**src/rtl/phy_tx_feeder.sv**
```systemverilog
// rtl/phy_tx_feeder.sv - word-rate FIFO feeder presenting one held word per WORD_CYCLES to the PHY
// Optional statistics counters are enabled with `define PHY_TX_FEEDER_STATS_EN.
module phy_tx_feeder #(
    parameter int DEPTH       = 8,
    parameter int ADDR_W      = 3,
    parameter int WORD_CYCLES = 32,
    parameter int AF_THRESH   = 6
) (
    input  logic              clk_32f,
    input  logic              reset,
    input  logic              push,
    input  logic [31:0]       push_data,
    output logic              full,
    output logic              almost_full,
    output logic              overflow,
    output logic              valid_out,
    output logic [31:0]       data_out,
    output logic              word_strobe,
    output logic [ADDR_W:0]   occupancy
`ifdef PHY_TX_FEEDER_STATS_EN
    ,
    output logic [15:0]       words_sent,
    output logic [15:0]       idle_periods
`endif
);

    localparam int CNT_W = (WORD_CYCLES > 1) ? $clog2(WORD_CYCLES) : 1;
    localparam logic [CNT_W-1:0]  CNT_LAST = CNT_W'(WORD_CYCLES - 1);
    localparam logic [CNT_W-1:0]  CNT_ONE  = CNT_W'(1);
    localparam logic [ADDR_W-1:0] PTR_ONE  = ADDR_W'(1);
    localparam logic [ADDR_W:0]   OCC_ONE  = (ADDR_W + 1)'(1);
    localparam logic [ADDR_W:0]   OCC_FULL = (ADDR_W + 1)'(DEPTH);
    localparam logic [ADDR_W:0]   OCC_AF   = (ADDR_W + 1)'(AF_THRESH);

    logic [CNT_W-1:0]  cnt;
    logic [ADDR_W-1:0] wr_ptr;
    logic [ADDR_W-1:0] rd_ptr;
    logic [31:0]       mem [DEPTH];
    logic              boundary;
    logic              push_ok;
    logic              pop;
    logic [ADDR_W:0]   occ_next;

    assign boundary = (cnt == CNT_LAST);
    // A full FIFO refuses pushes even when the same edge pops; the flag is pre-edge.
    assign push_ok  = push & ~full;
    assign pop      = boundary & (occupancy != '0);

    always_comb begin
        occ_next = occupancy;
        if (push_ok && !pop) begin
            occ_next = occupancy + OCC_ONE;
        end else if (!push_ok && pop) begin
            occ_next = occupancy - OCC_ONE;
        end
    end

    always_ff @(posedge clk_32f) begin
        if (push_ok && !reset) begin
            mem[wr_ptr] <= push_data;
        end
    end

    always_ff @(posedge clk_32f) begin
        if (reset) begin
            cnt         <= '0;
            wr_ptr      <= '0;
            rd_ptr      <= '0;
            occupancy   <= '0;
            full        <= 1'b0;
            almost_full <= 1'b0;
            overflow    <= 1'b0;
            valid_out   <= 1'b0;
            data_out    <= '0;
            word_strobe <= 1'b0;
        end else begin
            cnt         <= boundary ? '0 : cnt + CNT_ONE;
            word_strobe <= boundary;
            occupancy   <= occ_next;
            full        <= (occ_next == OCC_FULL);
            almost_full <= (occ_next >= OCC_AF);
            if (push_ok) begin
                wr_ptr <= wr_ptr + PTR_ONE;
            end
            if (pop) begin
                rd_ptr <= rd_ptr + PTR_ONE;
            end
            if (push && full) begin
                overflow <= 1'b1;
            end
            // The output word only ever changes at a period boundary.
            if (boundary) begin
                valid_out <= pop;
                data_out  <= pop ? mem[rd_ptr] : '0;
            end
        end
    end

`ifdef PHY_TX_FEEDER_STATS_EN
    always_ff @(posedge clk_32f) begin
        if (reset) begin
            words_sent   <= '0;
            idle_periods <= '0;
        end else if (boundary) begin
            if (pop && words_sent != 16'hFFFF) begin
                words_sent <= words_sent + 16'd1;
            end
            if (!pop && idle_periods != 16'hFFFF) begin
                idle_periods <= idle_periods + 16'd1;
            end
        end
    end
`endif

endmodule

```
**config.mk**
```make
export PLATFORM = sky130hd
export DESIGN_NAME = phy_tx_feeder
export DESIGN_NICKNAME = d
export VERILOG_FILES = /design/src/rtl/phy_tx_feeder.sv
export SDC_FILE = /design/constraint.sdc
export NUM_CORES = 1
export LEC_CHECK = 0
export ABC_AREA = 1
export BUFFER_PORTS_ARGS = -buffer_cell sky130_fd_sc_hd__buf_2
export CAP_MARGIN = 20
export CORE_MARGIN = 10
export CORE_UTILIZATION = 64
export CTS_CLUSTER_SIZE = 20
export DETAILED_ROUTE_END_ITERATION = 6
export PLACE_DENSITY = 0.83
export SLEW_MARGIN = 15
export SYNTH_ARGS = -nofsm -noshare
export SYNTH_HDL_FRONTEND = slang
export SYNTH_SLANG_ARGS = --single-unit
```
**constraint.sdc**
```tcl
create_clock -name clk_32f -period 9.8 [get_ports clk_32f]
set_input_delay 2.94 -clock clk_32f [delete_from_list [all_inputs] [get_ports clk_32f]]
set_output_delay 2.94 -clock clk_32f [all_outputs]
set_load 0.005 [all_outputs]
```
; After elaboration in Yosys (flattened, before gate mapping)
; Memories as Yosys holds them, arrays and structs flattened. A register that Yosys moved wholly into a read port is not among the register bits.
; Cells that the tools add are included.
[word_totals]
regBits = 52
ram_bits = 256
in_bits = 35
output_inout_bits = 41
word_cells = 38
memories = 1
[op_classes]
add_sub_neg = 5
magnitude_cmp = 1
eq_ne = 2
mux = 7
bitwise_logic = 3
reduce_logical = 9
[memory_table]
columns = name, depth, width, rd, rd_ports_with_merged_regs, wr, line_no
row1 = mem, 8, 32, 1, 1, 1, 38  ; logic [31:0] mem [DEPTH];
[ops]
columns = cell, n
row1 = 32-bit two-way mux, 1
row2 = 4-bit two-way mux, 2
row3 = 3-bit by 1-bit adder with 3-bit output (second input constant), 2
row4 = 3-bit two-way mux, 2
row5 = 5-bit by 1-bit adder with 5-bit output (second input constant), 1
row6 = 5-bit == test (second input constant), 1
row7 = 4-bit by 1-bit adder with 4-bit output (second input constant), 1
row8 = 4-bit == test (second input constant), 1
row9 = 4-bit by 3-bit greater-or-equal comparator with 1-bit output (second input constant), 1
row10 = 1-bit logical AND, 4
row11 = 4-bit nonzero test, 1
row12 = 4-bit by 1-bit subtractor with 4-bit output (second input constant), 1
row13 = 1-bit logical NOT, 3
row14 = 1-bit bitwise AND, 2
row15 = 1-bit two-way mux, 2
row16 = 2-bit OR reduction, 1
row17 = 1-bit inverter, 1

; Longest topological paths before layout
[logic_depth]
depth_word = 7
ltp_mapped = 12
mapped_depth_nobuf = 12

; Least setup slack after synthesis
; No wires, ideal clock.
[synth_path]
path_kind = input to register
from = input reset
to = memory mem[6][0] (enable)
setup_ps = 461
t_arrival_ps = 5513
required_ps = 9339
setup_slack_ps = 3826
path_stages = 4
path_buffers = 1
cell_sequence = buf_2 > nor2_1 > inv_1 > nor3_1
[synth_between]
elab_chain_len = 4
[synth_rtl]
columns = element, line_no
row1 = start: declaration, 10  ; input logic reset,
row2 = 1-bit logical NOT, 59  ; if (push_ok && !reset) begin
row3 = 1-bit logical AND, 59
row4 = 1-bit two-way mux, 59
row5 = 1-bit two-way mux (implied by the code), 60  ; mem[wr_ptr] <= push_data;
row6 = end: declaration, 38
; Every way passes these cells.

; Worst setup path in the final report
[layout_path]
from = input push
to = memory mem[4][19] (enable)
[layout_between]
elab_chain_len = 4
[layout_rtl]
columns = element, line_no
row1 = start: declaration, 11  ; input logic push,
row2 = 1-bit bitwise AND, 46  ; assign push_ok = push & ~full;
row3 = 1-bit logical AND, 59
row4 = 1-bit two-way mux, 59
row5 = 1-bit two-way mux (implied by the code), 60
; Every way passes these cells.

==> flow_summary.yaml <==
synth:
  async_flop_share_pct: 0
  synth_common_cells: "edfxtp_1 (256), nor2_1 (146), o21ai_0 (129), nand2_1 (94), o221ai_1 (64)"
  post_synth.cell_area_avg_um2: 13.04
  synth_top_area_share_pct: 64.84
  synth_top_area_cell: "edfxtp_1"
  ys_warn_count: 0
  ys_types: 29
  ys_top_cells_by_area: "edfxtp_1 (65%), dfxtp_1 (9.3%), o21ai_0 (5.4%), o221ai_1 (4.7%), nor2_1 (4.6%)"
  synth_ff_type: "edfxtp_1"
  synth_seq_cells: 311
  syn-num-nets: 950
  synth_area_mm2: 0.01186
  synth_most_common_cell: "edfxtp_1"
  synth_edf_count: 256
  synthCells: 909
  yosysSeqAreaShare_pct: 74.13
grt:
  grt_pass1_vias: 7760
  grt_first_pass_wirelength_um: 40430
  grt-ovfl-total: 0
  antenna_found_initial: 0
  grt_max_degree: 95
  track_usage_pct: 20.59
finish:
  regArea_mm2: 0.008791
  syn2layout_area_growth_pct: 13.46
  multiInputGateArea_mm2: 0.002673
  finalNetCount: 1016
  diodes: 0
  drive_gt1_share_pct: 16.22
  nFillCells: 1092
  instances_no_fill: 1228
detailed_routing:
  wirelength_um: 25960
  drt_first_pass_iters: 5
  drc: 0
  via_per_inst: 6.199
  vias: 7612
  first_iter_violations: 849
  wl_per_cell_um: 21.14
  ant_nets: 0
setup_path:
  critPathBufInv: 3
  max_stage_delay_ns: 0.60
  crit_path_end_kind: "register"
  critPathSlowestCell: "nor3_2"
  arrival_ns: 4.60
  crit_chain: "buf_2, nand2_2, nor2_1, inv_1, nor3_2, buf_4"
  crit_family: "simple AND/OR/NAND/NOR gates"
  crit_path_max_fanout: 23
  start_kind: "input port"
  critPathKind: "input port to register"
  required_ns: 9.99
clocking:
  cts_resized: 0
  cts_tree: "built"
  cts_max_level: 1
  cts_hold_buf: 0
  cts_setup_buffers: 0
  clock_tree.root_cell: "clkbuf_16"
  numCtsBuffers: 31
  clk_pin_slew_ns: 0.06
  max-clock-path-buffers: 3
  insertion_delay_ns: 0.54
  clock_sinks: 311
power_and_ir_drop:
  power.density_mw_per_mm2: 202.9
  peakVddDrop_v: 0.0001763
  p_leak_uw: 0.004807
placement:
  dp_hpwl_um: 14480
  place.port_buffers: 75
  gp_congestion: 0.7624
  placed_cells: 1169
die:
  rows: 49
  io_pins: 76
  start_util_pct: 65.55
  core_area_mm2: 0.01809
  dieArea_mm2: 0.02437
  fp.dieW_um: 156.1
  die_y_um: 156.1
sta:
  rsz0062_at_grt: "false"
  slew_viol_final: 0
  worst_pin_slew_ns: 1.075
  setup_tns_ns: 0
  fmax_ghz: 0.2265
  period_share_pct: 45.05
  skew_ns: 0.008862
  slew_headroom_pct: 28.15
  period_minus_slack_ns: 4.415
  final_hold_viol_count: 0
  setup_viol: 0
job:
  max_cap_violations: 0
worst_hold_path:
  min_path_type: "register to register"
outcome:
  status: "complete, no violations"
-- state kept, by name (all words and copies together) (netlist names), named ones only --
signal	flops
overflow	1
occupancy	4
full	1
rd_ptr	3
mem	256
wr_ptr	3
word_strobe	1
valid_out	1
data_out	32
almost_full	1
cnt	5
-- stage by stage --
step	cell area, um2	setup WS (ns)	power, uW	util (%)	hold WS, ns
2_1_floorplan	11860	3.826	1508	-	0.4179
3_3_place_gp	12310	4.884	1538	68.07	0.4277
3_5_place_dp	12340	4.861	1542	68.22	0.4349
4_1_cts	13410	5.406	2741	74.13	0.4500
5_1_grt	13450	5.226	2799	74.37	0.4639
6_report	13450	5.385	2730	74.37	0.4454
-- layout make-up --
type | instances | area share (%)
clock inverter | 15 | 1.507
sequential | 311 | 65.36
multi-input combinational | 515 | 19.87
timing repair buffer | 89 | 3.926
tap | 229 | 2.130
inverter | 27 | 0.7628
clock buffer | 42 | 6.447
-- worst reg2reg max path, stage by stage, from the launching register on --
cell and delay, ns:
dfxtp_2 0.90, clkinv_2 0.72, buf_4 0.63, nor2_1 0.30, o221ai_1 0.21, nand3_1 0.13, nand2_1 0.06
-- placed cells by master, fill, tap and decap left out, drive strengths merged --
cell type | netlist | final
edfxtp | 256 | 256
nor2 | 149 | 149
o21ai | 135 | 135
nand2 | 99 | 99
buf | 22 | 89
o221ai | 64 | 64
dfxtp | 55 | 55
clkbuf | 34 | 42
nand3 | 41 | 41
inv | 26 | 25
a21oi | 11 | 11
clkinv | 1 | 10
ha | 6 | 6
bufinv | 0 | 5
nor3 | 5 | 5
nand4 | 2 | 2
clkinvlp | 0 | 2
and3 | 1 | 1
xnor2 | 1 | 1
xor2 | 1 | 1
-- kinds of logic after synthesis --
group                      after synthesis  synth area share (%)
adders and majority gates                6                0.6332
DFF                                    311                 74.13
xor gates and xnor gates                 2                0.1478
and+or+nand+nor                        297                 10.37
AOI/OAI and AO/OA                      210                 10.92
buffers and inverters                   83                 3.789
-- power by group --
group | leakage (uW) | internal, uW | switching, uW
Sequential | 0.00276 | 1450 | 6.85
Combinational | 0.00153 | 16.1 | 44.6
Clock | 0.000523 | 748 | 467
Total | 0.00481 | 2210 | 518
-- metal layers --
metal	part of all wire [%]	wire [um]	vias to the layer above	GRT usage, %
met5	0	0	-	0
met4	1.8	455	0	6.382
met3	8.0	2069	49	3.364
met2	51	13200	377	35.43
met1	39	10240	3712	26.30
li1	-	-	3474	-
-- worst paths after layout --
| check | cells past startpoint | slack, ns | startpoint | endpoint |
|---|---|---|---|---|
| worst max-delay path | 6 | 5.39 | push | mem[4][19]$_DFFE_PP_ |
| worst min-delay path | 2 | 0.45 | data_out[15]$_SDFFE_PP0P_ | data_out[15]$_SDFFE_PP0P_ |
| worst max register to register | 6 | 6.74 | register | data_out[30]$_SDFFE_PP0P_ |
| worst min register to register | 2 | 0.45 | data_out[15]$_SDFFE_PP0P_ | data_out[15]$_SDFFE_PP0P_ |
No activity file was read; power rests on OpenSTA's default activity.
